$ cat config.mk
export PLATFORM = sky130hd
export DESIGN_NAME = request_conditioner
export DESIGN_NICKNAME = d
export VERILOG_FILES = /design/src/rtl/traffic_pkg.sv /design/src/rtl/request_conditioner_debounce_cell.sv /design/src/rtl/request_conditioner.sv
export SDC_FILE = /design/constraint.sdc
export NUM_CORES = 1
export LEC_CHECK = 0
export CORE_MARGIN = 2
export CORE_UTILIZATION = 50
export CTS_BUF_LIST = sky130_fd_sc_hd__clkbuf_4 sky130_fd_sc_hd__clkbuf_8 sky130_fd_sc_hd__clkbuf_16
export DETAILED_ROUTE_END_ITERATION = 16
export PLACE_DENSITY = 0.8
export SLEW_MARGIN = 30
export SYNTH_ARGS = -nofsm -noshare
export SYNTH_HDL_FRONTEND = slang
export SYNTH_HIERARCHICAL = 1
export SYNTH_SLANG_ARGS = --single-unit
export TNS_END_PERCENT = 100
$ cat constraint.sdc
create_clock -name CLK -period 3.8 [get_ports CLK]
set_input_delay 0.76 -clock CLK [delete_from_list [all_inputs] [get_ports CLK]]
set_output_delay 0.76 -clock CLK [all_outputs]
set_load 0.01 [all_outputs]
$ cat src/rtl/traffic_pkg.sv
// Shared constants for the intersection controller: channel map, 10 kHz clock
// and default request-conditioner timing.
package traffic_pkg;

    localparam int CH_SENS_TH = 0;
    localparam int CH_SENS_NN = 1;
    localparam int CH_SENS_NS = 2;
    localparam int CH_BTN_NN  = 3;
    localparam int CH_BTN_NS  = 4;
    localparam int CH_BTN_TH  = 5;

    localparam int CLK_HZ = 10000;

    localparam int NUM_CH_DEF         = CH_BTN_TH + 1;
    localparam int DEBOUNCE_TICKS_DEF = 200;
    localparam int WAIT_W_DEF         = 17;
    localparam int MAX_WAIT_DEF       = 60000;
    // Quarter-second half period gives a 2 Hz lamp blink.
    localparam int BLINK_TICKS_DEF    = CLK_HZ / 4;

endpackage

$ cat src/rtl/request_conditioner_debounce_cell.sv
// One input bit: 2-flop synchroniser followed by a debounce counter that accepts
// a new level only after it has differed from the stable level for DEBOUNCE_TICKS cycles.
module debounce_cell
    import traffic_pkg::*;
#(
    parameter int DEBOUNCE_TICKS = DEBOUNCE_TICKS_DEF
) (
    input  logic i_clk,
    input  logic i_rst_n,
    input  logic i_raw,
    output logic o_lvl
);

    localparam int CNT_W = $clog2(DEBOUNCE_TICKS + 1);
    localparam logic [CNT_W-1:0] CNT_LAST = CNT_W'(DEBOUNCE_TICKS - 1);

    logic             r_sync1;
    logic             r_sync2;
    logic             r_lvl;
    logic [CNT_W-1:0] r_cnt;

    always_ff @(posedge i_clk or negedge i_rst_n) begin
        if (!i_rst_n) begin
            r_sync1 <= 1'b0;
            r_sync2 <= 1'b0;
            r_lvl   <= 1'b0;
            r_cnt   <= '0;
        end else begin
            r_sync1 <= i_raw;
            r_sync2 <= r_sync1;
            // Any return to the stable level restarts the qualification window.
            if (r_sync2 == r_lvl) begin
                r_cnt <= '0;
            end else if (r_cnt == CNT_LAST) begin
                r_cnt <= '0;
                r_lvl <= ~r_lvl;
            end else begin
                r_cnt <= r_cnt + 1'b1;
            end
        end
    end

    assign o_lvl = r_lvl;

endmodule

$ cat src/rtl/request_conditioner.sv
// Request conditioner: per-channel debounce, request latch with ms wait aging and
// urgency flag, and pushbutton wait lamps. Define REQ_BLINK_EN to blink waiting lamps.
module request_conditioner
    import traffic_pkg::*;
#(
    parameter int NUM_CH         = NUM_CH_DEF,
    parameter int DEBOUNCE_TICKS = DEBOUNCE_TICKS_DEF,
    parameter int WAIT_W         = WAIT_W_DEF,
    parameter int MAX_WAIT       = MAX_WAIT_DEF,
    parameter int BLINK_TICKS    = BLINK_TICKS_DEF
) (
    input  logic                     CLK,
    input  logic                     reset,
    input  logic                     en,
    input  logic [NUM_CH-1:0]        raw_in,
    input  logic                     tick_ms,
    input  logic [NUM_CH-1:0]        serve,
    output logic [NUM_CH-1:0]        lvl,
    output logic [NUM_CH-1:0]        req,
    output logic [NUM_CH-1:0]        urgent,
    output logic [NUM_CH*WAIT_W-1:0] wait_ms,
    output logic [NUM_CH-1:0]        lamp_wait
);

    localparam logic [WAIT_W-1:0] WAIT_LIMIT = WAIT_W'(MAX_WAIT);
    localparam logic [WAIT_W-1:0] WAIT_SAT   = '1;

    logic [NUM_CH-1:0] w_lvl;
    logic [NUM_CH-1:0] w_rise;
    logic [NUM_CH-1:0] w_clr;
    logic [NUM_CH-1:0] r_lvl_d;
    logic [NUM_CH-1:0] r_req;
    logic [NUM_CH-1:0] r_urgent;
    logic [WAIT_W-1:0] r_wait [NUM_CH];

    for (genvar g = 0; g < NUM_CH; g++) begin : g_ch
        debounce_cell #(
            .DEBOUNCE_TICKS(DEBOUNCE_TICKS)
        ) u_debounce (
            .i_clk   (CLK),
            .i_rst_n (reset),
            .i_raw   (raw_in[g]),
            .o_lvl   (w_lvl[g])
        );

        assign wait_ms[g*WAIT_W +: WAIT_W] = r_wait[g];
    end

    // Rises seen while disabled are dropped, not remembered for later.
    assign w_rise = w_lvl & ~r_lvl_d & {NUM_CH{en}};
    assign w_clr  = serve & r_req;

    always_ff @(posedge CLK or negedge reset) begin
        if (!reset) begin
            r_lvl_d  <= '0;
            r_req    <= '0;
            r_urgent <= '0;
            for (int i = 0; i < NUM_CH; i++) begin
                r_wait[i] <= '0;
            end
        end else begin
            r_lvl_d <= w_lvl;
            for (int i = 0; i < NUM_CH; i++) begin
                // A fresh press beats a simultaneous serve: the request restarts its wait.
                if (w_rise[i]) begin
                    r_req[i]    <= 1'b1;
                    r_wait[i]   <= '0;
                    r_urgent[i] <= 1'b0;
                end else if (w_clr[i]) begin
                    r_req[i]    <= 1'b0;
                    r_wait[i]   <= '0;
                    r_urgent[i] <= 1'b0;
                end else begin
                    r_urgent[i] <= r_req[i] && (r_wait[i] >= WAIT_LIMIT);
                    if (tick_ms && en && r_req[i] && (r_wait[i] != WAIT_SAT)) begin
                        r_wait[i] <= r_wait[i] + 1'b1;
                    end
                end
            end
        end
    end

`ifdef REQ_BLINK_EN
    localparam int BLK_W = $clog2(BLINK_TICKS + 1);
    localparam logic [BLK_W-1:0] BLINK_LAST = BLK_W'(BLINK_TICKS - 1);

    logic [BLK_W-1:0] r_blink_cnt;
    logic             r_phase;

    // Idle blinker parks lit so a new request shows immediately.
    always_ff @(posedge CLK or negedge reset) begin
        if (!reset) begin
            r_blink_cnt <= '0;
            r_phase     <= 1'b0;
        end else if (r_req == '0) begin
            r_blink_cnt <= '0;
            r_phase     <= 1'b1;
        end else if (r_blink_cnt == BLINK_LAST) begin
            r_blink_cnt <= '0;
            r_phase     <= ~r_phase;
        end else begin
            r_blink_cnt <= r_blink_cnt + 1'b1;
        end
    end

    assign lamp_wait = (r_req & {NUM_CH{r_phase}}) | r_urgent;
`else
    assign lamp_wait = r_req;
`endif

    assign lvl    = w_lvl;
    assign req    = r_req;
    assign urgent = r_urgent;

endmodule
==> impl_metrics.toml, run 1 <==
[yosys]
yosys.area.top_type = "dfrtp_1"
synthTopCellsByArea = "dfrtp_1 50%, a21oi_1 4.1%, ha_1 4.0%"
netlist_area_um2 = 9300
yosysSeqAreaShare_pct = 50.1
ys_ff_latch = 186
synth.top_cell.area_share_pct = 50.1
yosysMostFrequentCell = "dfrtp_1"
synthAdderAreaFrac_pct = 4.04
syn-num-nets = 989
synthArstFlopShare_pct = 100
synth_edf_count = 0
syn_inst = 943
netlist_top_cells_count = "186 x dfrtp_1, 89 x nand2_1, 78 x nor2_1"
synth_cell_type_count = 42
synth-compound-area-share_pct = 12.2
synth_warnings = 6
synthXorXnorAreaFrac_pct = 6.41
synth_ff_type = "dfrtp_1"
synth_top_family_by_area = "simple AND/OR/NAND/NOR gates"
syn-mean-instance-area_um2 = 9.86
synthSimpleGateAreaFrac_pct = 23.3
synthMuxAreaShare_pct = 0.727

[layout]
post-route-util_pct = 64.3
layout-drive-gt1-share_pct = 6.10
fin_nets = 1131
antenna_cells = 0
areaGrowthSynthToFinish_pct = 25.2
fin_area_um2 = 11600

[timing]
grt_setup_unrepaired = "false"
tns_ns = 0
worst_slew_pin_slew_ns = 0.853
max_freq_ghz = 0.345
slew_headroom_pct = 42.4
period_share_pct = 76.4
hold_viol = 0
drv_slew = 0
finalSetupViolCount = 0
final.min_clock_period_ns = 2.90
fin_skew_ns = 0.00960

[clock_tree]
cts_buffer_depth = 2
cts_made_buffers = 17
cts_hold_buf = 0
cts_resized = 0
cts.reportedPaths.clkPinSlew_ns = 0.06
post_cts_buffers = 0
cts.sinks = 186
clock_latency_ns = 0.43
cts_root_buf = "clkbuf_16"
htree_num_levels = 4
cts_tree = "done"

[detailed_routing]
routed_wl_um = 20500
via_count = 7637
first_pass_iters = 5
route.detailed.drc = 0
drtIter0Drc = 437
detail_route.wl_per_cell_um = 15.4
vias_per_cell = 5.76
drtAntennaViolNets = 0

[grt]
first_global_vias = 7179
grt.total_usage_pct = 21.3
grt_pass1_wl_um = 34600
antenna_found_initial = 0
grt_start_max_net_pins = 100
grt_overflow = 0

[worst_setup_path]
r2r_cells = 9
critPathRequiredTime_ns = 4.14
cp.arrival_ns = 3.24
crit-reg2reg-capture = "wait_ms[42]"
path_class = "in -> reg"
r2r_setup_slack_ns = 0.96
r2r_start = "wait_ms[39]"
worstPathMaxFanout = 12
cp-start-kind = "primary input"
cp-end-kind = "flip-flop"

[place]
dpl_cell_area_um2 = 10900
place_congestion = 0.840
port_buffers = 141
dpl.hpwl_um = 14300

[hold_path]
min_path_type = "reg -> reg"
min_to = "g_ch[5].u_debounce/r_sync2"
min_path_cells = 0
hold_path_startpoint = "g_ch[5].u_debounce/r_sync1"

[floorplanning]
die-width_um = 140
initial_core_util_pct = 51.4
coreArea_um2 = 18100
row_count = 49
die-area_um2 = 19700
chipHeight_um = 140
ios = 142

[power]
p_leak_nw = 4.92
power_per_cell_area_nw_per_um2 = 364
vdd_ir_drop_max_uv = 346

[status]
status = "complete, no violations"

[run]
max_cap_violations = 0
[cell usage in the layout, fill, tap and decap left out, types with 4 or more instances in the layout]
cell type        count
a21oi_1             77
xor2_1              41
inv_1               48
nor3_1               8
clkbuf_8             5
a21oi_2              6
bufinv_16            6
and3_1              19
or3_1               47
nand2_1             89
dfrtp_1            186
o31ai_1             12
clkdlybuf4s50_1    140
o21ai_0             49
and4b_1              6
nor4_1              19
buf_4                6
nand4b_1            12
xnor2_1             27
a21o_1               8
and3b_1              4
nand3_1             51
o41ai_4              6
clkbuf_16           17
a211o_1              5
or4_1               15
nor2_1              78
nand4_1             39
ha_1                30
and4_1               4
mux2_2               6
[where the power goes]
part | internal [mW] | switching (mW)
clock | 1.31 | 0.746
sequential | 2.01 | 0.0335
combinational | 0.0534 | 0.0866
total | 3.37 | 0.867
[logic make-up (layout without fill, tap and decap cells)]
family / Yosys count / after routing
DFF: 186 / 186
and+or+nand+nor: 406 / 406
xor gates and xnor gates: 68 / 68
adders and majority gates: 30 / 30
muxes: 6 / 6
AOI/OAI and AO/OA: 174 / 174
buffers and inverters: 73 / 228
[cell type report]
type	instances	area, µm²
Timing Repair Buffer	148	1480
Clock buffer	22	488
Fill cell	1457	6450
Inverter	48	180
Multi-Input combinational cell	684	4340
Tap cell	229	287
Sequential cell	186	4650
Clock inverter	10	211
[per-layer routing]
layer	up-vias	global-route usage, %	part of all wire [%]
met5	-	0	0
met4	0	6.96	1.4
met3	27	3.15	3.9
met2	173	35.9	50
met1	3773	28.4	44
li1	3664	-	-
[stage by stage]
step | setup slack [ns] | instances | power [mW] | hold WS (ns)
floorplan | 1.37 | 943 | 2.13 | 0.331
finish | 0.898 | 1327 | 4.24 | 0.350
global route | 0.655 | 1327 | 4.37 | 0.363
CTS | 0.943 | 1327 | 4.28 | 0.352
global placement | 0.596 | 1295 | 2.22 | 0.332
detailed placement | 0.490 | 1295 | 2.22 | 0.337
[worst max path at each step]
stage           startpoint          end  slack, ns
2_1_floorplan  wait_ms[39]  wait_ms[40]       1.37
3_3_place_gp       tick_ms  wait_ms[49]       0.60
3_5_place_dp       tick_ms  wait_ms[49]       0.49
4_1_cts            tick_ms  wait_ms[49]       0.94
5_1_grt        wait_ms[39]  wait_ms[44]       0.66
6_report           tick_ms  wait_ms[49]       0.90
[critical path, cell delays in order]
cell	delay (ns)
clkdlybuf4s50_1	0.88
nand4b_1	0.42
or3_1	0.51
or4_1	0.49
a21oi_1	0.18
[state kept, by name (all words and copies together), names as in the netlist]
name / flops
g_ch.u_debounce/r_sync2: 6
wait_ms: 102
g_ch.u_debounce/o_lvl: 6
g_ch.u_debounce/r_cnt: 48
g_ch.u_debounce/r_sync1: 6
lamp_wait: 6
r_lvl_d: 6
urgent: 6
(Power assumes the default switching activity.)
==> inputs of run 2 (changes only) <==
--- a/config.mk
+++ b/config.mk
@@ -6,10 +6,10 @@
 export NUM_CORES = 1
 export LEC_CHECK = 0
 export CORE_MARGIN = 2
-export CORE_UTILIZATION = 50
+export CORE_UTILIZATION = 49
 export CTS_BUF_LIST = sky130_fd_sc_hd__clkbuf_4 sky130_fd_sc_hd__clkbuf_8 sky130_fd_sc_hd__clkbuf_16
 export DETAILED_ROUTE_END_ITERATION = 16
-export PLACE_DENSITY = 0.8
+export PLACE_DENSITY = 0.81
 export SLEW_MARGIN = 30
 export SYNTH_ARGS = -nofsm -noshare
 export SYNTH_HDL_FRONTEND = slang
==> constraint.sdc (replaced) <==
create_clock -name CLK -period 2.5 [get_ports CLK]
set_input_delay 0.5 -clock CLK [delete_from_list [all_inputs] [get_ports CLK]]
set_output_delay 0.5 -clock CLK [all_outputs]
set_load 0.01 [all_outputs]
==> run 2 against run 1 <==
- setup slack worse by 0.78 ns
- critical endpoint is now wait_ms[82]
- routed wire length up 3.8%
- clock skew up 0.00094 ns
- largest cell class unchanged
- via count up 2.0%
- register-to-register slack worse by 0.84 ns
- die area up 2.0%
- sequential cell count unchanged
- global-route usage up 0.31 points
- first-iteration DRC count up 11%
==> impl_metrics.toml, run 2 (synthesized netlist as in run 1, its figures left out) <==
[status]
status = "complete, no violations"

[layout]
post-route-util_pct = 64.4
final_cell_mix = "185 x dfrtp_1, 140 x clkdlybuf4s50_1, 89 x nand2_1, 78 x nor2_1, 77 x a21oi_1"
layout-drive-gt1-share_pct = 11.1
areaGrowthSynthToFinish_pct = 29.2
final_common_cell = "dfrtp_1"
fin_nets = 1190
antenna_cells = 0
multiInputGateArea_um2 = 4340
fin_area_um2 = 12000
largest_register_ffs = 102
ff_latch_area_um2 = 4660
fillers = 1465

[worst_setup_path]
cpMostUsedCell = "ha_1"
slowest_stage = "dfrtp_1"
cp-end-kind = "flip-flop"
max_stage_delay_ns = 0.43
cp-start-kind = "flip-flop"
worstPathMaxFanout = 6
r2r_setup_slack_ns = 0.12
path_class = "reg -> reg"
cp.arrival_ns = 2.73
crit_chain = "ha_1 > and2_1 > and4_1 > ha_1 > and4b_2 > nand4_1 > or3_1 > a21oi_1"
r2r_start = "wait_ms[68]"
crit-reg2reg-capture = "wait_ms[82]"
critPathRequiredTime_ns = 2.84
r2r_cells = 8

[clock_tree]
cts_hold_buf = 0
cts.sinks = 186
cts_tree = "done"
cts_made_buffers = 17
cts_buffer_depth = 2
htree_num_levels = 4
clock_latency_ns = 0.42
cts.reportedPaths.clkPinSlew_ns = 0.07
cts_root_buf = "clkbuf_16"

[place]
dpl.hpwl_um = 15500
dpl_cell_area_um2 = 11400
port_buffers = 141
place_congestion = 0.831
pre_cts_ws_ns = 0.00548

[floorplanning]
initial_core_util_pct = 49.9
ios = 142
die-area_um2 = 20100
die-width_um = 142
row_count = 50
chipHeight_um = 142
coreArea_um2 = 18600

[power]
clockPowerShare_pct = 44.5
p_leak_nw = 5.18
power_per_cell_area_nw_per_um2 = 498
p_switching_mw = 1.32
comb_power_share_pct = 3.7
vdd_ir_drop_max_uv = 478
swShare_pct = 22.0
p_seq_share_pct = 51.8
internal-power_mw = 4.67

[detailed_routing]
first_pass_iters = 5
drtAntennaViolNets = 0
via_count = 7791
detail_route.wl_per_cell_um = 15.3
routed_wl_um = 21300
route.detailed.drc = 0
drtIter0Drc = 487
vias_per_cell = 5.60

[timing]
layout_setup_ws_ns = 0.117
hold_viol = 0
finalSetupViolCount = 0
max_freq_ghz = 0.420
fin_skew_ns = 0.0105
drv_slew = 0
period_share_pct = 95.3
hold_slack_ns = 0.00610
worst_slew_pin_slew_ns = 0.544
slew_headroom_pct = 63.6
final.min_clock_period_ns = 2.38

[grt]
grt_start_max_net_pins = 62
first_global_vias = 7426
grt.total_usage_pct = 21.6
antenna_found_initial = 0
grt_overflow = 0
grt_pass1_wl_um = 35600

[run]
max_cap_violations = 0

[hold_path]
min_path_type = "in -> async"
## run 2: metrics by stage
stage / std cells / power [mW] / setup TNS [ns]
final: 1391 / 5.99 / 0
after global routing: 1391 / 6.20 / -0.0273
after CTS: 1389 / 6.05 / 0
after detailed placement: 1357 / 3.38 / 0
after global placement: 1357 / 3.38 / 0
after floorplan: 943 / 3.23 / 0
## run 2: worst max path at each step
stage,to,start,depth (start not counted),slack (ns)
4_1_cts,wait_ms[82],wait_ms[68],8,0.11
6_report,wait_ms[82],wait_ms[68],8,0.12
5_1_grt,wait_ms[82],wait_ms[68],8,-0.01
2_1_floorplan,wait_ms[40],wait_ms[39],10,0.07
3_3_place_gp,wait_ms[49],en,6,0.02
3_5_place_dp,wait_ms[49],en,6,0.005
## run 2: critical path: cells and delay by family (launching register included)
| kind | cells | cell delay, ns |
|---|---|---|
| adders and majority gates | 2 | 0.43 |
| AOI/OAI and AO/OA | 1 | 0.16 |
| DFF | 1 | 0.43 |
| and+or+nand+nor | 5 | 1.29 |
## run 2: area by class of cell
type	instances	share of cell area, %
sequential	186	38.8
multi-input combinational	684	36.1
timing repair buffer	207	16.3
clock buffer	21	3.84
tap	234	2.44
inverter	48	1.50
clock inverter	11	1.01
## run 2: layer usage
metal  wire length (µm)  vias up  part of all wire (%)  global-route usage, %
met5                  0        -                     0                      0
met4                342        0                   1.6                   7.11
met3                699       25                   3.3                   2.80
met2              10800      169                    51                   37.0
met1               9410     3811                    44                   28.5
li1                   -     3786                     -                      -
## run 2: power by group through the flow
stage               clock, mW  combinational (mW)  sequential (mW)
floorplan                   0              0.0865             3.15
detailed placement          0               0.227             3.16
CTS                      2.72               0.227             3.10
global placement            0               0.223             3.15
finish                   2.67               0.222             3.10
global route             2.84               0.256             3.11
## run 2: repair_timing
item / CTS / global route
endpoints found under the setup margin: 0 / 6
resized for setup: 0 / 3
buffers inserted: 0 / 2
